### src/rtl/uart_tx_arbiter.sv
`default_nettype none
// ============================================================================
// Module      : uart_tx_arbiter
// Description : Round-robin N_REQ:1 byte arbiter feeding a 16x-tick paced
//               UART transmit frame sequencer (start, DBIT data, stop).
// Revision    : 1.0 - initial release
// ============================================================================
module uart_tx_arbiter #(
  parameter int N_REQ   = 4,
  parameter int DBIT    = 8,
  parameter int SB_TICK = 16
) (
  input  logic                       clk,
  input  logic                       reset,
  input  logic                       s_tick,
  input  logic [N_REQ-1:0]           req_valid,
  input  logic [N_REQ*DBIT-1:0]      req_data,
  output logic [N_REQ-1:0]           req_ready,
  output logic                       tx,
  output logic                       busy,
  output logic [$clog2(N_REQ)-1:0]   grant_id
);

  localparam int c_GW = $clog2(N_REQ);
  localparam int c_NW = (DBIT > 1) ? $clog2(DBIT) : 1;

  typedef enum logic [1:0] {IDLE, START, DATA, STOP} state_t;

  state_t            r_state;
  logic [4:0]        r_s;
  logic [c_NW-1:0]   r_n;
  logic [DBIT-1:0]   r_shreg;
  logic [c_GW-1:0]   r_ptr;

  logic              w_found;
  logic [c_GW-1:0]   w_win;
  logic [c_GW-1:0]   w_ptr_next;

  // Scan downward so the requester closest to r_ptr is the last to assign.
  always_comb begin
    w_found = 1'b0;
    w_win   = '0;
    for (int k = N_REQ - 1; k >= 0; k--) begin
      if (req_valid[(int'(r_ptr) + k) % N_REQ]) begin
        w_found = 1'b1;
        w_win   = c_GW'((int'(r_ptr) + k) % N_REQ);
      end
    end
  end

  assign w_ptr_next = (w_win == c_GW'(N_REQ - 1)) ? '0 : w_win + c_GW'(1);

  always_comb begin
    req_ready = '0;
    if (r_state == IDLE && !reset && w_found) begin
      req_ready[w_win] = 1'b1;
    end
  end

  always_ff @(posedge clk) begin
    if (reset) begin
      r_state  <= IDLE;
      r_s      <= '0;
      r_n      <= '0;
      r_shreg  <= '0;
      r_ptr    <= '0;
      grant_id <= '0;
      tx       <= 1'b1;
      busy     <= 1'b0;
    end else begin
      case (r_state)
        IDLE: begin
          if (w_found) begin
            r_shreg  <= req_data[int'(w_win)*DBIT +: DBIT];
            grant_id <= w_win;
            r_ptr    <= w_ptr_next;
            r_s      <= '0;
            r_n      <= '0;
            r_state  <= START;
            tx       <= 1'b0;
            busy     <= 1'b1;
          end
        end
        START: begin
          if (s_tick) begin
            if (r_s == 5'd15) begin
              r_s     <= '0;
              r_state <= DATA;
              tx      <= r_shreg[0];
            end else begin
              r_s <= r_s + 5'd1;
            end
          end
        end
        DATA: begin
          if (s_tick) begin
            if (r_s == 5'd15) begin
              r_s     <= '0;
              r_shreg <= r_shreg >> 1;
              if (r_n == c_NW'(DBIT - 1)) begin
                r_state <= STOP;
                tx      <= 1'b1;
              end else begin
                r_n <= r_n + c_NW'(1);
                tx  <= r_shreg[1];
              end
            end else begin
              r_s <= r_s + 5'd1;
            end
          end
        end
        STOP: begin
          if (s_tick) begin
            if (r_s == 5'(SB_TICK - 1)) begin
              r_s     <= '0;
              r_state <= IDLE;
              tx      <= 1'b1;
              busy    <= 1'b0;
            end else begin
              r_s <= r_s + 5'd1;
            end
          end
        end
        default: begin
          r_state <= IDLE;
          tx      <= 1'b1;
          busy    <= 1'b0;
        end
      endcase
    end
  end

endmodule
`default_nettype wire

### config.mk
export PLATFORM = sky130hd
export DESIGN_NAME = uart_tx_arbiter
export DESIGN_NICKNAME = d
export VERILOG_FILES = /design/src/rtl/uart_tx_arbiter.sv
export SDC_FILE = /design/constraint.sdc
export NUM_CORES = 1
export LEC_CHECK = 0
export ABC_AREA = 0
export CAP_MARGIN = 25
export CORE_MARGIN = 5
export CORE_UTILIZATION = 49
export DETAILED_ROUTE_END_ITERATION = 7
export GPL_TIMING_DRIVEN = 0
export PLACE_DENSITY = 0.91
export SYNTH_ARGS = -nofsm -noshare
export SYNTH_HDL_FRONTEND = slang
export SYNTH_SLANG_ARGS = --single-unit
### constraint.sdc
create_clock -name clk -period 2.35 [get_ports clk]
set_input_delay 0.235 -clock clk [delete_from_list [all_inputs] [get_ports clk]]
set_output_delay 0.235 -clock clk [all_outputs]
set_load 0.1 [all_outputs]
### Word-level counts from Yosys, hierarchy flattened

Index checks and enable logic that the tools add are counted.

| cells by class | value |
|---|---|
| add/subtract/negate cells | 6 |
| $lt $le $gt $ge | 6 |
| multipliers | 0 |
| shift operators | 1 |
| mux-type cells | 58 |
| reductions and logical operators | 18 |
| bitwise logic cells | 3 |
| equality and inequality tests | 16 |
| div/mod/pow operators | 0 |

Operators with widths:

| cell | number |
|---|---|
| 32-bit by 6-bit variable part select with 8-bit output | 1 |
| 2-bit two-way mux | 13 |
| 8-bit two-way mux | 3 |
| 1-bit two-way mux | 23 |
| 2-bit != test (second input constant) | 9 |
| 8-bit one-hot mux with 2 select lines | 1 |
| 5-bit two-way mux | 3 |
| 3-bit by 4-bit less-than comparator with 1-bit output (second input constant) | 3 |
| 3-bit two-way mux | 4 |
| 5-bit one-hot mux with 2 select lines | 1 |
| 1-bit binary-select mux with 2-bit select | 4 |
| 2-bit one-hot mux with 4 select lines | 1 |
| 4-bit AND reduction | 2 |
| 8-bit AND reduction | 1 |
| 7-bit AND reduction | 1 |
| 2-bit equality test (second input constant) | 3 |
| 2-bit by 3-bit less-than comparator with 1-bit output (second input constant) | 2 |
| 3-bit one-hot mux with 2 select lines | 1 |
| 2-bit OR reduction | 3 |
| 5-bit by 1-bit adder with 5-bit output (second input constant) | 1 |
| 5-bit by 4-bit equality test with 1-bit output (second input constant) | 1 |
| 5-bit AND reduction | 1 |
| 2-bit by 1-bit adder with 2-bit output (second input constant) | 2 |
| 2-bit adder (second input constant) | 2 |
| other kinds (16) | 22 |

| storage, ports and cells | value |
|---|---|
| input bits | 39 |
| register bits after elaboration | 24 |
| latch bits | 0 |
| memories kept | 0 |
| memory bits (read-only) | 0 |
| RAM bits | 0 |

### Longest topological paths before layout

| logic depth | value |
|---|---|
| word-level depth | 15 |
| depth in mapped cells | 9 |
| mapped depth without buffers | 7 |

### Worst setup path after synthesis

No wires, ideal clock.

| timing path | value |
|---|---|
| path type | in2out |
| start point | input port req_valid[2] |
| end point | output port req_ready[3] |
| arrival | 2213 ps |
| buffers on the path | 2 |
| path slack | -98 ps |
| cell stages on the path | 8 |
| cells stage by stage | buf_2 > nor2b_2 > nor4_4 > nor2_4 > inv_2 > buf_6 > ha_1 > and2_1 |

| between the ends | value |
|---|---|
| word-level cells in the longest chain between the ends | 12 |
| elaborated cells between the ends (all ways) | 26 |
| classes of those cells | order compare (2); mux (22); reduce/logical (2) |

RTL lines:

| what | line | RTL |
|---|---|---|
| from (decl) | 16 | `input logic [N_REQ-1:0] req_valid,` |
| 1-bit binary-select mux with 2-bit select | 44 | `if (req_valid[(int'(r_ptr) + k) % N_REQ]) begin` |
| 1-bit two-way mux (implied by the code) (2 in a row) | 44 |  |
| 2-bit two-way mux (3 in a row) | 44 |  |
| 2-bit two-way mux (*) | 44 |  |
| via w_win[0] | 36 | `logic [c_GW-1:0] w_win;` |
| 2-bit by 3-bit less-than comparator with 1-bit output (implied by the code) or 2-bit by 1-bit greater-or-equal comparator with 1-bit output (tied branches) | 56 | `req_ready[w_win] = 1'b1;` |
| 1-bit logical AND (implied by the code) | 56 |  |
| 1-bit two-way mux (implied by the code) | 56 |  |
| 1-bit demux with 2-bit select (*) | 56 |  |
| 4-bit two-way mux (*) | 55 | `if (r_state == IDLE && !reset && w_found) begin` |
| to (decl) | 18 | `output logic [N_REQ-1:0] req_ready,` |

Mark *: on every way through the listed nets, which the timed path passes. The rest lies on a longest branch. The select of a mux whose other input is x is not followed.

### Final worst setup path

| timing path | value |
|---|---|
| start point | register r_ptr[0] |
| end point | output port req_ready[2] |

| between the ends | value |
|---|---|
| word-level cells in the longest chain between the ends | 13 |
| elaborated cells between the ends (all ways) | 29 |
| classes of those cells | add/sub (3); order compare (2); mux (22); reduce/logical (2) |

RTL lines:

| what | line | RTL |
|---|---|---|
| from (decl) | 33 | `logic [c_GW-1:0] r_ptr;` |
| from (signal assigned) | 76 | `r_ptr <= w_ptr_next;` |
| 2-bit adder | 44, 46 |  |
| 1-bit binary-select mux with 2-bit select | 44 |  |
| 1-bit two-way mux (implied by the code) (2 in a row) | 44 |  |
| 2-bit two-way mux (3 in a row) | 44 |  |
| 2-bit two-way mux (*) | 44 |  |
| via w_win[1] | 36 |  |
| 2-bit by 3-bit less-than comparator with 1-bit output (implied by the code) or 2-bit by 1-bit greater-or-equal comparator with 1-bit output (tied branches) | 56 |  |
| 1-bit logical AND (implied by the code) | 56 |  |
| 1-bit two-way mux (implied by the code) | 56 |  |
| 1-bit demux with 2-bit select (*) | 56 |  |
| 4-bit two-way mux (*) | 55 |  |

Marks and branches as above.

==> results summary <==
The flow ran to the end, and the final reports show no timing, DRC or antenna violations. For this run, asynchronously set or reset flops after synthesis account for 0. The peak supply drop came out at 1.030 mV. The critical path's largest stage delay came out at 360 ps.

The number of buffers on the longest clock path is 2. Counting cells, the worst reg-to-reg path comes to 7. The compound-gate portion of the synthesized area came out at 0.3834. TritonCTS built the clock tree. The area share of xor/xnor cells in the synthesized design is 0.004692. The cell sitting at the root of the clock tree is a sky130_fd_sc_hd__clkbuf_8. The net count of the mapped netlist is 269. sky130_fd_sc_hd__dfxtp_1 is the most common cell in the netlist. The post-route setup TNS came out at 0 ps. The synthesized design spends more area on one cell type than any other, namely sky130_fd_sc_hd__dfxtp_1. Between clock sinks in the finished design, the worst skew comes to 8.980 ps. The count of routing violations after the opening detailed-route iteration is 225. The detailed route wirelength on metal2 came out at 2.653 mm. The total wire length is 5.384 mm.

The startpoint identified for the worst register-to-register timing path is r_state[0]. The count of nets after finishing came out at 321. The CTS H-tree depth came out at 1. At the worst endpoint, the arrival time is 2080 ps. The completed layout was analyzed and its total power is 2.792 mW.

CTS saw 24 sinks. The initial standard-cell utilization of the core came out at 0.5061. The average routed wire per standard cell came out at 16.98 microns. The share of synthesized area in the top cell type comes to 0.2574. The remaining antenna violation count after routing came out at 0.

For hold timing, the worst endpoint is r_s[0]. The worst setup path is launched from a flop. By area, the combinational part of the netlist is dominated by compound AO/OA/AOI/OAI gates.

The cell count after placement came out at 310. Max-cap violations in this run came to 0. The area of the placeable core is 0.003689 sq mm. Synthesis produced 218 cells. The maximum fanout encountered on the critical timing path came out at 10. The number of placed I/O pins is 47. The clock-pin slew of the registers on the worst-case setup and hold paths came out at 90 ps. The number of flops mapped to enable cells by yosys came out at 0. Of the total synthesized cell area, the portion taken by AND, OR, NAND and NOR gates is 0.1836. The wire-length estimate of the detail-placed layout is 3.905 mm. The final period utilization is 0.9865.

The number of buffers inserted by hold repair at cts came out at 0. The wire length of the first global-routing pass is 8.901 mm. The die height came out at 71.73 microns.

The final count of negative-setup-slack endpoints came out at 0. In this run the cell area of the synthesized design comes to 0.001867 sq mm. The synthesized area per cell came out at 8.563 sq um. The shortest clock period the worst path allows after layout is 2318 ps. The total of warnings raised by yosys came out at 0. The clock latency at the later pin of the worst-skew pair came out at 270 ps.

Of the cells placed in the final design, the portion with a size suffix greater than 1 is 0.1561. After synthesis the netlist holds a flip-flop and latch count of 24. The row count is 22.

The flip-flop cell with the highest count after synthesis is sky130_fd_sc_hd__dfxtp_1. The adder-cell share of the synthesized area is 0.08043. The die covers 0.005144 sq mm.

Before antenna repair, the detailed router went through 4 iterations. The number of antenna violations at the first check in global routing came out at 0. For the pin with the worst max-slew slack, the measured transition is 977.4 ps. The setup slack on the worst flop-to-flop path is 140 ps. The share of the Yosys chip area taken by registers is 0.2574. The pre-CTS setup slack is -1387 ps.

On the critical path, the stage with the largest delay is an instance of sky130_fd_sc_hd__dfxtp_2. Yosys mapped the design onto 50 distinct sky130hd cell types. After the flow finishes, the layout carries non-filler instances totaling 317. The count of antenna diodes in the layout is 0. The number of failing hold endpoints at the final stage was 0. The final worst setup slack came out at 31.75 ps.

The highest layer touched by signal routing is met4. The die outline width is 71.73 microns. The power density over the cells is 1130 mW/mm^2. The highest achievable clock rate is 431.4 MHz. Global routing finished with a remaining overflow of 0. TritonCTS created 3 clock buffers. Compared with the post-synthesis result, the final layout area differs by 32.37%. The launch point of the worst hold path is s_tick.

The via count of the first global-routing pass is 1944. The pin count of the biggest net entering global routing came out at 14. The instance count along the most critical hold path came out at 3. The static power due to leakage came out at 0.9208 nW. The total global-route track usage came out at 0.2092. The total number of vias is 1980. In this run the critical register-to-register path is captured at r_shreg[5]. The quantity of I/O buffers inserted on ports came out at 44. The worst relative slew slack is 0.3463. The mean number of vias per cell is 6.246. Measured against the total synthesized area, the mux share comes to 0.03284. Sorting the synthesized cells by area gives the leading types as sky130_fd_sc_hd__dfxtp_1 (26%), sky130_fd_sc_hd__ha_1 (8.0%), sky130_fd_sc_hd__nor2_1 (4.0%), sky130_fd_sc_hd__o21a_1 (4.0%), sky130_fd_sc_hd__a21oi_1 (3.8%). Traced cell by cell, the critical path runs through nor2b_2 > o21ba_2 > buf_2 > or2_2 > inv_2 > ha_1 > and2_1 > buf_12.

The commonest cells after synthesis are sky130_fd_sc_hd__dfxtp_1 (24), sky130_fd_sc_hd__nor2_1 (20), sky130_fd_sc_hd__a21oi_1 (14), sky130_fd_sc_hd__nand2_1 (14), sky130_fd_sc_hd__ha_1 (12). STA classifies the critical path endpoint as an output pin. The tightest min-delay check is of the input port to flop type. The met3 wire length is 363 microns.

The critical path is of the flop to output pin type. The DRC violations left came out at 0. At the worst endpoint, the required time is 2120 ps. The final number of max-transition violations came to 0. The final estimated routing congestion in global placement came out at 0.8991. The met1 wire length is 2.212 mm.
## how the worst max path moves through the flow
| stage | start | to |
|---|---|---|
| after floorplan | req_valid[2] | req_ready[2] |
| after global placement | req_valid[3] | req_ready[3] |
| after detailed placement | req_valid[3] | req_ready[3] |
| after CTS | req_valid[0] | req_ready[3] |
| after global routing | r_ptr[0] | req_ready[2] |
| final | r_ptr[0] | req_ready[2] |
## layout by cell type (no fill, tap or decap), drive strengths merged, types with 5 or more instances in the layout
master and count:
clkbuf 10, nor2 22, a31oi 7, o21bai 6, mux2i 5, ha 12, o21a 10, nand3 11
clkdlybuf4s50 37, buf 15, nand2 15, inv 8, a21oi 14, a2111oi 7, o21ai 6, a311oi 7
dfxtp 24, o2bb2ai 8, and2 5, o41ai 8
## critical path, delay by kind of cell, from the launching register on
| family | cells | cell delay (ps) |
|---|---|---|
| adder cells (fa/ha/maj) | 1 | 170 |
| AO/OA/AOI/OAI | 1 | 190 |
| buffers and inverters | 3 | 460 |
| AND/OR/NAND/NOR | 3 | 630 |
| flip-flops | 1 | 360 |
## final cells by class
type / instances / area (sq um)
multi-input combinational: 173 / 1290
tap: 48 / 60.06
fill: 295 / 1217
inverter: 8 / 30.03
buffer: 13 / 78.83
timing repair buffer: 47 / 474.2
clock buffer: 4 / 55.05
sequential: 24 / 483.0
## layer usage
layer  track usage  vias to the layer above
li1              -                      952
met3       0.05189                       18
met4       0.04802                        0
met1        0.2700                      928
met5             0                        -
met2        0.3500                       82
## power by group
group | internal (mW) | switching [mW]
sequential | 0.539 | 0.115
combinational | 0.712 | 1.14
clock | 0.150 | 0.136
## state kept, by name, summed over array words and instances (netlist names)
register and flops:
r_s 5, r_state 2, r_ptr 2, grant_id 2, busy 1, r_shreg 8, tx 1, r_n 3
## logic make-up after synthesis
logic type                 after synthesis
AOI/OAI and AO/OA                       87
and+or+nand+nor                         67
DFF                                     24
buffers and inverters                   21
adders and majority gates               12
muxes                                    6
xor gates and xnor gates                 1
## timing repair
item / CTS / global route
setup buffers: 3 / 0
endpoints found under the setup margin: 4 / 10
pin swaps: 3 / 0
gates resized for setup: 32 / 11
## per-stage QoR
step	hold slack, ps	utilization	area (sq um)
6_report	411.6	0.6699	2471
3_5_place_dp	463.7	0.6425	2370
5_1_grt	481.1	0.6699	2471
4_1_cts	413.2	0.6652	2454
3_3_place_gp	458.9	0.6425	2370
2_1_floorplan	347.7	-	1869
Power figures use the tool's default switching activity.
